===== src/rtl/matvec_requant_ser.sv =====
// rtl/matvec_requant_ser.sv - captures multiplier results, requantizes per row, streams rows out
// Optional clamp of negative results to zero: define MATVEC_REQUANT_RELU_EN.
module matvec_requant_ser #(
    parameter int R     = 8,
    parameter int W_Y   = 19,
    parameter int W_B   = 16,
    parameter int LAT   = 4,
    parameter int SHIFT = 4,
    parameter int W_OUT = 8
) (
    input  logic                   clk,
    input  logic                   rstn,
    input  logic                   in_valid,
    output logic                   in_ready,
    input  logic [R*W_Y-1:0]       y,
    input  logic [R*W_B-1:0]       bias,
    output logic                   m_valid,
    input  logic                   m_ready,
    output logic [W_OUT-1:0]       m_data,
    output logic [$clog2(R)-1:0]   m_row,
    output logic                   m_last,
    output logic                   err
);

    localparam int RW = $clog2(R);
    localparam int AW = ((W_Y > W_B) ? W_Y : W_B) + 1;
    localparam logic signed [AW-1:0] RND  = AW'((1 << SHIFT) >> 1);
    localparam logic signed [AW-1:0] MAXV = AW'((1 << (W_OUT - 1)) - 1);
    localparam logic signed [AW-1:0] MINV = AW'(-(1 << (W_OUT - 1)));
    localparam logic [RW-1:0]        LAST_ROW = RW'(R - 1);

    typedef enum logic {IDLE, STREAM} state_t;

    function automatic logic [W_OUT-1:0] requant(input logic signed [W_Y-1:0] yv,
                                                 input logic signed [W_B-1:0] bv);
        logic signed [AW-1:0] a;
        logic signed [AW-1:0] s;
        a = AW'(yv) + AW'(bv) + RND;
        s = a >>> SHIFT;
`ifdef MATVEC_REQUANT_RELU_EN
        if (s < 0) s = '0;
`endif
        if (s > MAXV)      s = MAXV;
        else if (s < MINV) s = MINV;
        return s[W_OUT-1:0];
    endfunction

    state_t             state;
    state_t             state_n;
    logic [LAT-1:0]     vld_sr;
    logic [1:0]         inflight;
    logic [1:0]         occ;
    logic               wr_ptr;
    logic               rd_ptr;
    logic               rd_d;
    logic               acc;
    logic               fire;
    logic               hs;
    logic               pop;
    logic               valid_d;
    logic [RW-1:0]      row_d;
    logic [W_OUT-1:0]   data_d;
    logic [W_OUT-1:0]   req    [R];
    logic [W_OUT-1:0]   slot_q [2][R];

    // A credit covers a vector from acceptance until its last row is popped.
    assign in_ready = ({1'b0, inflight} + {1'b0, occ}) < 3'd2;
    assign acc      = in_valid & in_ready;
    assign fire     = vld_sr[LAT-1];
    assign hs       = m_valid & m_ready;
    assign pop      = hs & (m_row == LAST_ROW);

    always_comb begin
        for (int r = 0; r < R; r++) begin
            req[r] = requant(y[r*W_Y +: W_Y], bias[r*W_B +: W_B]);
        end
    end

    always_ff @(posedge clk or negedge rstn) begin
        if (!rstn) state <= IDLE;
        else       state <= state_n;
    end

    always_comb begin
        state_n = state;
        case (state)
            IDLE:    if (occ != 2'd0) state_n = STREAM;
            STREAM:  if (pop && occ != 2'd2) state_n = IDLE;
            default: state_n = IDLE;
        endcase
    end

    always_comb begin
        valid_d = m_valid;
        row_d   = m_row;
        data_d  = m_data;
        rd_d    = rd_ptr;
        case (state)
            IDLE: begin
                if (occ != 2'd0) begin
                    valid_d = 1'b1;
                    row_d   = '0;
                    data_d  = slot_q[rd_ptr][0];
                end
            end
            STREAM: begin
                if (pop) begin
                    rd_d  = ~rd_ptr;
                    row_d = '0;
                    // Other slot already full: chain its row 0 without a bubble.
                    if (occ == 2'd2) begin
                        valid_d = 1'b1;
                        data_d  = slot_q[~rd_ptr][0];
                    end else begin
                        valid_d = 1'b0;
                    end
                end else if (hs) begin
                    row_d  = m_row + 1'b1;
                    data_d = slot_q[rd_ptr][row_d];
                end
            end
            default: ;
        endcase
    end

    always_ff @(posedge clk or negedge rstn) begin
        if (!rstn) begin
            vld_sr   <= '0;
            inflight <= '0;
            occ      <= '0;
            wr_ptr   <= 1'b0;
            rd_ptr   <= 1'b0;
            err      <= 1'b0;
            m_valid  <= 1'b0;
            m_data   <= '0;
            m_row    <= '0;
            m_last   <= 1'b0;
            for (int s = 0; s < 2; s++) begin
                for (int r = 0; r < R; r++) begin
                    slot_q[s][r] <= '0;
                end
            end
        end else begin
            vld_sr   <= LAT'({vld_sr, acc});
            inflight <= inflight + {1'b0, acc} - {1'b0, fire};
            occ      <= occ + {1'b0, fire} - {1'b0, pop};
            if (in_valid && !in_ready) err <= 1'b1;
            if (fire) begin
                for (int r = 0; r < R; r++) begin
                    slot_q[wr_ptr][r] <= req[r];
                end
                wr_ptr <= ~wr_ptr;
            end
            rd_ptr  <= rd_d;
            m_valid <= valid_d;
            m_data  <= data_d;
            m_row   <= row_d;
            m_last  <= valid_d & (row_d == LAST_ROW);
        end
    end

endmodule

===== config.mk =====
export PLATFORM = sky130hd
export DESIGN_NAME = matvec_requant_ser
export DESIGN_NICKNAME = d
export VERILOG_FILES = /design/src/rtl/matvec_requant_ser.sv
export SDC_FILE = /design/constraint.sdc
export NUM_CORES = 1
export LEC_CHECK = 0
export ABC_CLOCK_PERIOD_IN_PS = 3300
export BUFFER_PORTS_ARGS = -buffer_cell sky130_fd_sc_hd__buf_2
export CAP_MARGIN = 20
export CORE_MARGIN = 3
export CORE_UTILIZATION = 30
export CTS_CLUSTER_DIAMETER = 80
export DETAILED_ROUTE_END_ITERATION = 7
export SYNTH_ARGS = -nofsm -noshare
export SYNTH_HDL_FRONTEND = slang
export SYNTH_SLANG_ARGS = --single-unit
export TNS_END_PERCENT = 10

===== constraint.sdc =====
create_clock -name clk -period 3.3 [get_ports clk]
set_clock_uncertainty 0.2 [all_clocks]
set_input_delay 0.33 -clock clk [delete_from_list [all_inputs] [get_ports clk]]
set_output_delay 0.33 -clock clk [all_outputs]
set_load 0.005 [all_outputs]

==> After elaboration in Yosys (flattened, before gate mapping) <==
Index checks and enable logic that the tools add are counted.
{ "classes": {"add_sub_neg": 22, "n_lt_le_gt_ge": 22, "eq_ne": 7, "muxes": 65, "bitwise_logic": 11, "reduce_logical": 7} }
{ "op_table": {"columns": ["cell", "count"], "rows": [
  ["bitwise mux 128 bit", 8],
  ["demux 64 bit (select 1 bit)", 8],
  ["two-way mux 64 bit", 7],
  ["two-way mux 8 bit", 23],
  ["adder 19 x 16 -> 20 bit", 8],
  ["adder 20 x 5 -> 20 bit (second input constant)", 8],
  ["greater-than comparator 16 x 8 -> 1 bit (second input constant)", 8],
  ["< comparator 16 x 8 -> 1 bit (second input constant)", 8],
  ["two-way mux 56 bit", 1],
  ["two-way mux 48 bit", 1],
  ["two-way mux 40 bit", 1],
  ["two-way mux 32 bit", 1],
  ["binary-select mux 8 bit (select 3 bit)", 1],
  ["two-way mux 24 bit", 1],
  ["two-way mux 16 bit", 1],
  ["one-hot mux 8 bit (2 select lines)", 1],
  ["two-way mux 3 bit", 3],
  ["== test 3 bit (second input constant)", 2],
  [">= comparator 2 bit (second input constant)", 3],
  ["inverter 1 -> 2 bit", 3],
  ["one-hot mux 3 bit (2 select lines)", 1],
  ["two-way mux 1 bit", 5],
  ["adder 2 x 1 -> 2 bit", 2],
  ["AND 1 bit", 4],
  ["18 further kinds", 25]
]} }
{ "totals": {"register_bits": 153, "in_bits": 284} }

==> Logic depth before layout (Yosys ltp) <==
Gate-level depths: netlist of the first run.
{ "depth": {"word_depth": 13, "depth_mapped": 14, "depth_no_buf": 13} }

==> Least setup slack after synthesis of the first run <==
Ideal clock, no wire load.
{ "synth_timing": {"kind": "input -> register", "startpoint": "in y[117]", "endpoint": "reg slot_q[14] in the netlist's numbering", "arrival_ns": 3.087, "setup_slack_ns": -0.111, "stages": 13, "n_path_buf": 0, "cell_sequence": "inv_1 -> ha_1 -> inv_1 -> ha_1 -> o21ai_2 -> a221oi_4 -> a2111oi_4 -> o22ai_1 -> a311o_1 -> xor2_1 -> o41a_1 -> nor2_4 -> a21oi_1"} }
{ "synth_via": {"elab_chain_len": 7} }
{ "synth_lines": {"columns": ["item", "line_no", "text"], "rows": [
  ["start, declared", "15", "input logic [R*W_Y-1:0] y,"],
  ["adder 19 x 16 -> 20 bit (*)", "38", "a = AW'(yv) + AW'(bv) + RND;"],
  ["adder 20 x 5 -> 20 bit (*)", "38", null],
  ["< comparator 16 x 8 -> 1 bit", "44", "else if (s < MINV) s = MINV;"],
  ["two-way mux 8 bit", "44", null],
  ["two-way mux 8 bit (*)", "43", "if (s > MAXV) s = MAXV;"],
  ["bitwise mux 128 bit (*) (2 in series)", "150", "slot_q[wr_ptr][r] <= req[r];"],
  ["end signal, assigned by index", "150", null],
  ["end, declared", "64", "logic [W_OUT-1:0] slot_q [2][R];"]
]} }
Mark *: on every way between the ends. The rest lies on a longest branch, timed or not.
A chain may end at the register's enable or synchronous reset.

==> Worst setup path after layout of the first run <==
{ "layout_timing": {"startpoint": "in y[120]", "endpoint": "reg slot_q[14] in the netlist's numbering"} }
Same word-level chain as after synthesis.

==> reports/qor.csv, run 1 <==
stage,metric,value,unit
synthesis,ys_top_cells_by_count,"ha_1 (286), nand2_1 (196), a21oi_1 (179)",
final_layout,fin_cells,3017,
synthesis,synth-seq-area-share,0.2410,
timing,fin_crit_sh,0.9871,
place,dp_slack,-0.5534,ns
synthesis,synth_edf_count,0,
place,dp.cells,2978,
critical_path,start_kind,input port,
synthesis,yosys.area.top_type,dfrtp_1,
floorplanning,io_pins,299,
synthesis,synth_flop_cell,dfrtp_1,
timing,hold_viol_final,0,
timing,relSlewSlack,0.3535,
synthesis,synth.area.top_cells,"dfrtp_1 (24%), ha_1 (23%), a21oi_1 (5.6%)",
final_layout,n_antenna_cell,0,
clocking,clk_path_buf_depth,2,
synthesis,synthArstFlopShare,1.000,
final_layout,area_delta_synth_final,30.37,%
clocking,cts_max_level,4,
detailed_routing,route.detailed.drc,0,
final_layout,multiInputGateArea,11730,um2
power,vdd_drop_max,494.5,uV
timing,worstMarginPinSlew,0.9698,ns
timing,fmax,307.0,MHz
power,cellPowerDensity,582.9,nW/um2
detailed_routing,wl,46440,um
critical_path,path_class,input port to register,
floorplanning,fp-row-count,83,
global_routing,overflow,0,
global_routing,grt_pass1_wl,76180,um
timing,setup_ws,0.04257,ns
detailed_routing,final_antenna_net_count,0,
clocking,ctsRootBufferMaster,clkbuf_16,
final_layout,seqCellArea,3830,um2
final_layout,nNetsFinal,2896,
timing,slew_violations,0,
critical_path,crit_arrival,3.36,ns
synthesis,synth_top_area_share,0.2410,
synthesis,ys_ff_latch,153,
synthesis,yosys.cell_count.top_type,ha_1,
floorplanning,initial_core_util,0.3066,
timing,period_needed,3.257,ns
place,port-buffer-count,298,
power,leakage,0.01036,uW
detailed_routing,vias_per_cell,5.106,
job,maxCapViolations,0,
synthesis,netlist_instances,1823,
critical_path,endpoint_kind,register,
timing,fin_hold_ws,0.1434,ns
critical_path,cp_max_fo,7,
power,power,12070,uW
timing,rsz0062_at_grt,yes,
floorplanning,core-area,51820,um2
place,gp_congestion,0.8915,
synthesis,syn_avg_cell_area,8.715,um2
critical_path,cp.required,3.40,ns
synthesis,yosys_warnings,0,
place,hpwlAfterDp,38420,um
synthesis,yosys.cell_types.count,83,
clocking,cts_buffers,17,
min_path,min_path_type,register to register,
detailed_routing,dr.pass1.iters,5,
floorplanning,die_y,236.1,um
synthesis,syn-num-nets,2394,
timing,fin_tns_setup,0,ns
global_routing,grt_max_degree,68,
global_routing,antenna_found_initial,0,
timing,finalSetupViolCount,0,
floorplanning,die_w,236.1,um
status,outcome,"complete, no violations",
floorplanning,dieArea,55760,um2
detailed_routing,vias,15410,
global_routing,track_usage,0.1623,
final_layout,drive_gt1_frac,0.2893,
detailed_routing,drt_iter0_drc,889,
clocking,cts_tree,yes,
clocking,clock_sinks,153,
global_routing,grt_pass1_vias,15660,
clocking,clk_pin_slew,0.06,ns
synthesis,netlist_area,15890,um2
clocking,insertion_delay,0.43,ns
final_layout,nFillCells,5119,
detailed_routing,wl_per_cell,15.39,um
-- sequential cells by signal (all words and copies together), names as in the netlist --
| signal | count |
|---|---|
| inflight | 2 |
| err | 1 |
| slot_q | 128 |
| wr_ptr | 1 |
| state | 1 |
| m_data | 8 |
| m_last | 1 |
| m_row | 3 |
| vld_sr | 4 |
| m_valid | 1 |
| occ | 2 |
| rd_ptr | 1 |
-- routing by layer --
layer,track usage,up-vias,part of all wire
met5,0,-,0
met4,0.03097,0,0.013
met3,0.01929,38,0.045
met2,0.2863,348,0.49
met1,0.2145,7294,0.46
li1,-,7726,-
-- what timing repair did --
action | in CTS | in global routing
pin swaps | 0 | 16
resized for setup | 5 | 51
endpoints found under the setup margin | 25 | 88
hold buffers | 2 | 0
hold endpoints to repair | 65 | 0
buffers inserted | 0 | 5
gates cloned | 0 | 0
-- final cells by class --
cell class                 instances  share of cell area
clock inverter                     9            0.006645
tap                              680             0.04108
timing repair buffer             541              0.1624
sequential                       153              0.1849
clock buffer                      22             0.02289
multi-input combinational       1526              0.5665
inverter                          86             0.01558
-- worst max-delay path, cell delays in order --
cell and delay, ns:
buf_2 0.10, ha_1 0.29, ha_1 0.33, a21oi_1 0.19, o21ai_2 0.11, a2111oi_4 0.45, o22ai_1 0.15, a311o_1 0.38
xor2_1 0.16, o41a_1 0.50, nor2_4 0.24, a21oi_1 0.11
-- per-stage QoR --
stage                     utilization  instance area (um2)
after floorplan                     -                15890
after global placement         0.3822                19810
after detailed placement       0.3822                19810
after global routing           0.3997                20710
final                          0.3997                20710
after CTS                      0.3948                20460
-- cells in the final DEF (no fill, tap or decap), types with 6 or more instances in the layout --
master,instances
a211oi_1,19
nor3_1,18
nor3b_1,6
clkbuf_16,17
o21ai_1,17
nand2b_1,16
nand2_1,194
or2_2,10
buf_2,297
inv_1,86
a41oi_1,7
a21o_1,41
nor2b_1,16
mux4_2,27
o21ai_0,91
a21oi_2,12
a21oi_1,167
a311oi_1,8
dfrtp_1,152
buf_4,238
xnor2_1,55
a31oi_1,14
mux2i_1,29
xor2_1,51
o2111ai_1,8
nand4_1,17
and2_1,12
o221ai_1,6
ha_1,284
nor2_1,141
o21a_1,16
a41o_1,6
or3_1,11
a211o_1,6
nand3_1,39
o211ai_1,20
and3_1,23
o22ai_1,7
-- kinds of logic after synthesis --
kind of cell	count (synthesis)	share of synthesized area
xor+xnor	109	0.06009
buf+inv	144	0.03457
mux	58	0.05796
flops	153	0.2410
simple gates	536	0.1564
fa+ha+maj	287	0.2265
compound gates	536	0.2235
-- path summary, 6_finish.rpt --
check                                    start                     end  slack, ns  cells after the start
setup / recovery                        y[120]  slot_q[14]$_DFFE_PN0P_       0.04                     12
hold / removal             vld_sr[1]$_DFF_PN0_     vld_sr[2]$_DFF_PN0_       0.14                      0
setup reg to reg            rd_ptr$_DFFE_PN0P_   m_data[6]$_DFFE_PN0P_       0.53                      9
hold reg to reg            vld_sr[1]$_DFF_PN0_     vld_sr[2]$_DFF_PN0_       0.14                      0
max in group asynchronous                 rstn  slot_q[28]$_DFFE_PN0P_       1.79                      3
min in group asynchronous                 rstn  slot_q[53]$_DFFE_PN0P_       0.32                      2
-- power breakdown --
| group | internal [uW] | switching, uW | total [uW] |
|---|---|---|---|
| sequential | 2770 | 648 | 3420 |
| combinational | 3120 | 3500 | 6620 |
| clock | 1250 | 781 | 2030 |
| total | 7150 | 4930 | 12100 |
(Power assumes the default switching activity.)
==> run 2, diff against run 1 <==
--- a/config.mk
+++ b/config.mk
@@ -12,6 +12,7 @@
 export CORE_UTILIZATION = 30
 export CTS_CLUSTER_DIAMETER = 80
 export DETAILED_ROUTE_END_ITERATION = 7
+export PLACE_DENSITY = 0.57
 export SYNTH_ARGS = -nofsm -noshare
 export SYNTH_HDL_FRONTEND = slang
 export SYNTH_SLANG_ARGS = --single-unit
==> reports/qor.csv, run 2 (synthesis gave the netlist of run 1 again) <==
stage,metric,value,unit,change
status,outcome,"complete, no violations",,
timing,period_needed,3.163,ns,-0.09406 ns
timing,finalSetupViolCount,0,,unchanged
final_layout,nFillCells,5242,,+2.4%
floorplanning,core-area,51820,um2,unchanged
global_routing,antenna_found_initial,1,,+1
floorplanning,io_pins,299,,unchanged
clocking,ctsRootBufferMaster,clkbuf_16,,
floorplanning,die_w,236.1,um,unchanged
final_layout,layout_common_cells,"buf_2 (297), ha_1 (286), buf_4 (234)",,
place,hpwlAfterDp,38180,um,-0.63%
final_layout,regMostFlops,slot_q,,
final_layout,drive_gt1_frac,0.2833,,-0.005934
critical_path,path_class,input port to register,,
place,dpl_cell_area,19790,um2,about the same
clocking,insertion_delay,0.42,ns,about the same
final_layout,largestRegisters,"slot_q x128, m_data x8, vld_sr x4",,
timing,fmax,316.1,MHz,+3.0%
min_path,min_path_type,register to register,,
final_layout,seqCellArea,3830,um2,unchanged
clocking,clk_pin_slew,0.07,ns,about the same
floorplanning,die_y,236.1,um,unchanged
critical_path,crit_arrival,3.26,ns,-0.10 ns
final_layout,largest_reg_flops,128,,unchanged
power,power,12050,uW,-0.22%
critical_path,endpoint_kind,register,,
detailed_routing,wl,45940,um,-1.1%
place,dp_slack,-0.4632,ns,+0.09023 ns
final_layout,fin_cells,3013,,-0.13%
floorplanning,dieArea,55760,um2,unchanged
timing,rsz0062_at_grt,yes,,
detailed_routing,vias_per_cell,5.029,,-1.5%
detailed_routing,wl_per_cell,15.25,um,-0.94%
place,port-buffer-count,298,,unchanged
timing,fin_tns_setup,0,ns,unchanged
global_routing,grt_pass1_wl,75960,um,-0.28%
clocking,cts_buffers,17,,unchanged
global_routing,grt_pass1_vias,15300,,-2.3%
detailed_routing,dr.pass1.iters,5,,unchanged
timing,setup_ws,0.1366,ns,+0.09406 ns
clocking,clk_path_buf_depth,2,,unchanged
timing,worstMarginPinSlew,0.8804,ns,-0.08947 ns
critical_path,cp_max_fo,7,,unchanged
timing,fin_crit_sh,0.9586,,-0.02850
power,leakage,0.01034,uW,-0.25%
detailed_routing,vias,15150,,-1.7%
detailed_routing,final_antenna_net_count,0,,unchanged
clocking,cts_max_level,4,,unchanged
final_layout,nNetsFinal,2891,,-0.17%
final_layout,n_antenna_cell,0,,unchanged
final_layout,mostFrequentLayoutCell,buf_2,,
critical_path,cp_cell_sequence,buf_2 > ha_1 > ha_1 > and3_1 > a2111oi_4 > o22ai_1 > a311o_1 > xor2_1 > o41a_1 > nor2_4 > a21oi_1,,
final_layout,multiInputGateArea,11660,um2,-0.63%
final_layout,postLayoutCellArea,20610,um2,-0.49%
critical_path,cp_slowest_cell,a2111oi_4,,
final_layout,area_delta_synth_final,29.74,%,
global_routing,track_usage,0.1618,,-0.0005015
job,maxCapViolations,0,,unchanged
critical_path,start_kind,input port,,
critical_path,max_stage_delay,0.48,ns,-0.02 ns
timing,slew_violations,0,,unchanged
timing,relSlewSlack,0.4131,,+0.05965
critical_path,crit_top_cell,ha_1,,
global_routing,overflow,0,,unchanged
detailed_routing,route.detailed.drc,0,,unchanged
clocking,clock_sinks,153,,unchanged
global_routing,grt_max_degree,75,,+10%
floorplanning,fp-row-count,83,,unchanged
timing,hold_viol_final,0,,unchanged
place,dp.cells,2976,,-0.067%
place,gp_congestion,0.8680,,-2.6%
clocking,cts_tree,yes,,
critical_path,cp.required,3.39,ns,about the same
power,cellPowerDensity,584.4,nW/um2,+0.27%
detailed_routing,drt_iter0_drc,611,,-31%
power,vdd_drop_max,472.3,uV,-4.5%
floorplanning,initial_core_util,0.3066,,unchanged
==> run 2: changes by cell type in the layout (fill, tap and decap cells not counted), moves of 3 or more <==
cell      before  now
a211oi_1      19   16
a21oi_1      167  171
a21oi_2       12    8
buf_4        238  234
clkbuf_8       3    0
inv_8          0    4
o21ai_0       91   87
o21ai_1       17   22
==> run 2: final cells by class <==
type                    count  area share
inverters                  86     0.01566
repair buffers            536      0.1608
clock buffers              17     0.02064
well taps                 680     0.04128
flip-flops and latches    153      0.1858
multi-input cells        1526      0.5657
clock inverters            15     0.01014
==> run 2: final timing paths <==
check                                         start                       to  slack [ns]  cells after the start
worst max-delay path                         y[122]   slot_q[11]$_DFFE_PN0P_        0.14                     11
min in group asynchronous                      rstn  slot_q[115]$_DFFE_PN0P_        0.35                      2
worst min-delay path            vld_sr[2]$_DFF_PN0_      vld_sr[3]$_DFF_PN0_        0.15                      0
max in group asynchronous                      rstn  slot_q[123]$_DFFE_PN0P_        1.80                      3
worst min register to register  vld_sr[2]$_DFF_PN0_      vld_sr[3]$_DFF_PN0_        0.15                      0
worst max register to register   rd_ptr$_DFFE_PN0P_    m_data[1]$_DFFE_PN0P_        0.39                      9
==> run 2: report_power, final <==
group	leakage [uW]	switching (uW)	total [uW]	internal [uW]
Combinational	0.00822	3370	6460	3090
Sequential	0.00180	721	3490	2770
Clock	0.000313	861	2090	1230
==> run 2: repair_timing <==
| item | 4_1_cts | 5_1_grt |
|---|---|---|
| setup buffers | 0 | 2 |
| pin swaps | 0 | 9 |
| cloned | 0 | 0 |
| endpoints found under the setup margin | 1 | 94 |
| endpoints found under the hold margin | 73 | 0 |
| hold buffers | 2 | 0 |
| gates resized for setup | 1 | 45 |
==> run 2: stage by stage <==
stage / hold WS [ns] / utilization
floorplan: -0.1656 / -
global placement: 0.1358 / 0.3819
detailed placement: 0.1372 / 0.3819
CTS: 0.1529 / 0.3947
global route: 0.1569 / 0.3978
finish: 0.1504 / 0.3978
==> run 2: critical path: cells and delay by family <==
| family | cells | cell delay, ns |
|---|---|---|
| buffers and inverters | 1 | 0.10 |
| XOR/XNOR | 1 | 0.16 |
| AND/OR/NAND/NOR | 2 | 0.47 |
| adder cells (fa/ha/maj) | 2 | 0.65 |
| AO/OA/AOI/OAI | 5 | 1.55 |
==> run 2: layer usage <==
metal  up-vias  wire length (um)  GRT usage
met5         -                16          0
met4         2               640    0.02767
met3        46              1688    0.02140
met2       304             22320     0.2844
met1      7070             21270     0.2146
li1       7729                 -          -
==> run 3, diff against run 2 <==
--- a/config.mk
+++ b/config.mk
@@ -9,10 +9,9 @@
 export BUFFER_PORTS_ARGS = -buffer_cell sky130_fd_sc_hd__buf_2
 export CAP_MARGIN = 20
 export CORE_MARGIN = 3
-export CORE_UTILIZATION = 30
+export CORE_UTILIZATION = 25
 export CTS_CLUSTER_DIAMETER = 80
 export DETAILED_ROUTE_END_ITERATION = 7
-export PLACE_DENSITY = 0.57
 export SYNTH_ARGS = -nofsm -noshare
 export SYNTH_HDL_FRONTEND = slang
 export SYNTH_SLANG_ARGS = --single-unit
==> reports/qor.csv, run 3 (synthesis gave the netlist of run 1 again) <==
stage,metric,value,unit,change
status,outcome,"complete, no violations",,
final_layout,mostFrequentLayoutCell,buf_2,,
place,hpwlAfterDp,39170,um,+2.6%
min_path,min_path_type,register to register,,
critical_path,cp_max_fo,6,,-1
global_routing,antenna_found_initial,2,,+1
final_layout,regMostFlops,slot_q,,
detailed_routing,dr.pass1.iters,5,,unchanged
global_routing,grt_pass1_wl,74340,um,-2.1%
job,maxCapViolations,0,,unchanged
floorplanning,io_pins,299,,unchanged
detailed_routing,drt_iter0_drc,602,,-1.5%
clocking,clk_pin_slew,0.07,ns,about the same
critical_path,cp_slowest_cell,or3_1,,
timing,period_needed,3.172,ns,+0.008398 ns
floorplanning,core-area,62280,um2,+20%
floorplanning,initial_core_util,0.2551,,-0.05149
critical_path,crit_arrival,3.31,ns,+0.05 ns
critical_path,crit_top_cell,buf_4,,
place,dpl_cell_area,20240,um2,+2.2%
critical_path,cp_cell_sequence,buf_2 > ha_1 > ha_1 > a41o_1 > o221ai_2 > buf_4 > or3_1 > buf_4 > a21oi_1 > xor2_1 > nand3_1 > o41ai_4 > buf_4 > nand2_1 > a21oi_1,,
detailed_routing,vias,15190,,+0.24%
floorplanning,dieArea,66610,um2,+19%
floorplanning,die_y,258.1,um,+9.3%
detailed_routing,final_antenna_net_count,0,,unchanged
critical_path,path_class,input port to register,,
timing,finalSetupViolCount,0,,unchanged
clocking,clock_sinks,153,,unchanged
power,leakage,0.01044,uW,+0.96%
power,cellPowerDensity,568.1,nW/um2,-2.8%
global_routing,track_usage,0.1353,,-0.02652
final_layout,n_antenna_cell,0,,unchanged
timing,fin_crit_sh,0.9611,,+0.002545
final_layout,largestRegisters,"slot_q x128, m_data x8, vld_sr x4",,
floorplanning,fp-row-count,91,,+9.6%
critical_path,max_stage_delay,0.38,ns,-0.10 ns
clocking,ctsRootBufferMaster,clkbuf_16,,
timing,slew_violations,0,,unchanged
timing,hold_viol_final,0,,unchanged
global_routing,overflow,0,,unchanged
critical_path,cp.required,3.44,ns,+0.05 ns
clocking,clk_path_buf_depth,2,,unchanged
clocking,cts_buffers,17,,unchanged
clocking,insertion_delay,0.43,ns,about the same
timing,fin_hold_ws,0.1424,ns,-0.007948 ns
final_layout,area_delta_synth_final,31.93,%,
place,port-buffer-count,298,,unchanged
critical_path,endpoint_kind,register,,
final_layout,nNetsFinal,2922,,+1.1%
final_layout,drive_gt1_frac,0.2899,,+0.006560
final_layout,largest_reg_flops,128,,unchanged
global_routing,grt_max_degree,95,,+27%
detailed_routing,wl,46470,um,+1.2%
detailed_routing,route.detailed.drc,0,,unchanged
final_layout,layout_common_cells,"buf_2 (297), ha_1 (285), buf_4 (265)",,
final_layout,postLayoutCellArea,20960,um2,+1.7%
timing,fmax,315.3,MHz,-0.26%
power,vdd_drop_max,491.8,uV,+4.1%
detailed_routing,wl_per_cell,14.52,um,-4.7%
timing,worstMarginPinSlew,0.8747,ns,-0.005620 ns
clocking,cts_max_level,4,,unchanged
timing,relSlewSlack,0.4168,,+0.003747
floorplanning,die_w,258.1,um,+9.3%
detailed_routing,vias_per_cell,4.746,,-5.6%
clocking,cts_tree,yes,,
final_layout,final_core_util,0.3366,,-0.06120
timing,rsz0062_at_grt,yes,,
critical_path,start_kind,input port,,
global_routing,grt_pass1_vias,14860,,-2.9%
place,gp_congestion,0.8875,,+2.2%
-- run 3: changes by cell type in the layout (fill, tap and decap cells not counted), sizes merged --
cell / before / now
clkinv: 4 / 7
bufinv: 3 / 2
buf: 534 / 565
clkbuf: 17 / 20
inv: 94 / 86
clkinvlp: 0 / 2
-- run 3: layer usage --
metal,share of wire,vias up,wire (um),track usage
li1,-,7799,-,-
met1,0.46,7019,21320,0.1792
met2,0.48,319,22310,0.2337
met3,0.043,48,2002,0.01883
met4,0.018,2,823,0.02928
met5,0.00034,-,16,0
-- run 3: timing repair --
action / CTS / global route
setup buffers: 1 / 0
hold buffers: 2 / 0
endpoints found under the hold margin: 38 / 0
gates resized for setup: 0 / 40
endpoints found under the setup margin: 3 / 86
pin swaps: 1 / 11
-- run 3: final cells by class --
type | instances | area [um2]
multi-input combinational | 1526 | 11630
tap | 837 | 1047
clock buffer | 20 | 456.7
timing repair buffer | 567 | 3547
sequential | 153 | 3830
inverter | 86 | 322.8
clock inverter | 11 | 125.1
fill | 6592 | 41320
-- run 3: through the flow --
step | power [uW] | worst slack (ns) | instances | setup TNS [ns]
5_1_grt | 12940 | -0.03276 | 3200 | -0.1240
3_5_place_dp | 9965 | -0.4487 | 3166 | -33.59
3_3_place_gp | 9861 | -0.4202 | 3166 | -29.81
4_1_cts | 11940 | 0.01414 | 3200 | 0
2_1_floorplan | 7524 | -0.01925 | 1823 | -0.1834
6_report | 11910 | 0.1282 | 3200 | 0
-- run 3: worst paths after layout --
| kind | cells after the start | to | slack (ns) | start |
|---|---|---|---|---|
| max in group asynchronous | 3 | slot_q[5]$_DFFE_PN0P_ | 1.84 | rstn |
| hold reg to reg | 0 | vld_sr[2]$_DFF_PN0_ | 0.14 | vld_sr[1]$_DFF_PN0_ |
| setup / recovery | 15 | slot_q[59]$_DFFE_PN0P_ | 0.13 | y[2] |
| min in group asynchronous | 2 | slot_q[49]$_DFFE_PN0P_ | 0.21 | rstn |
| setup reg to reg | 7 | m_data[3]$_DFFE_PN0P_ | 0.51 | rd_ptr$_DFFE_PN0P_ |
| hold / removal | 0 | vld_sr[2]$_DFF_PN0_ | 0.14 | vld_sr[1]$_DFF_PN0_ |
-- run 3: critical path: cells and delay by family --
kind / cells / cell delay (ns)
compound gates: 5 / 0.91
xor+xnor: 1 / 0.26
fa+ha+maj: 2 / 0.55
buf+inv: 4 / 0.61
simple gates: 3 / 0.66
-- run 3: power by group --
group          switching (uW)  internal [uW]
Combinational            3420           3150
Clock                     777           1150
Sequential                646           2770
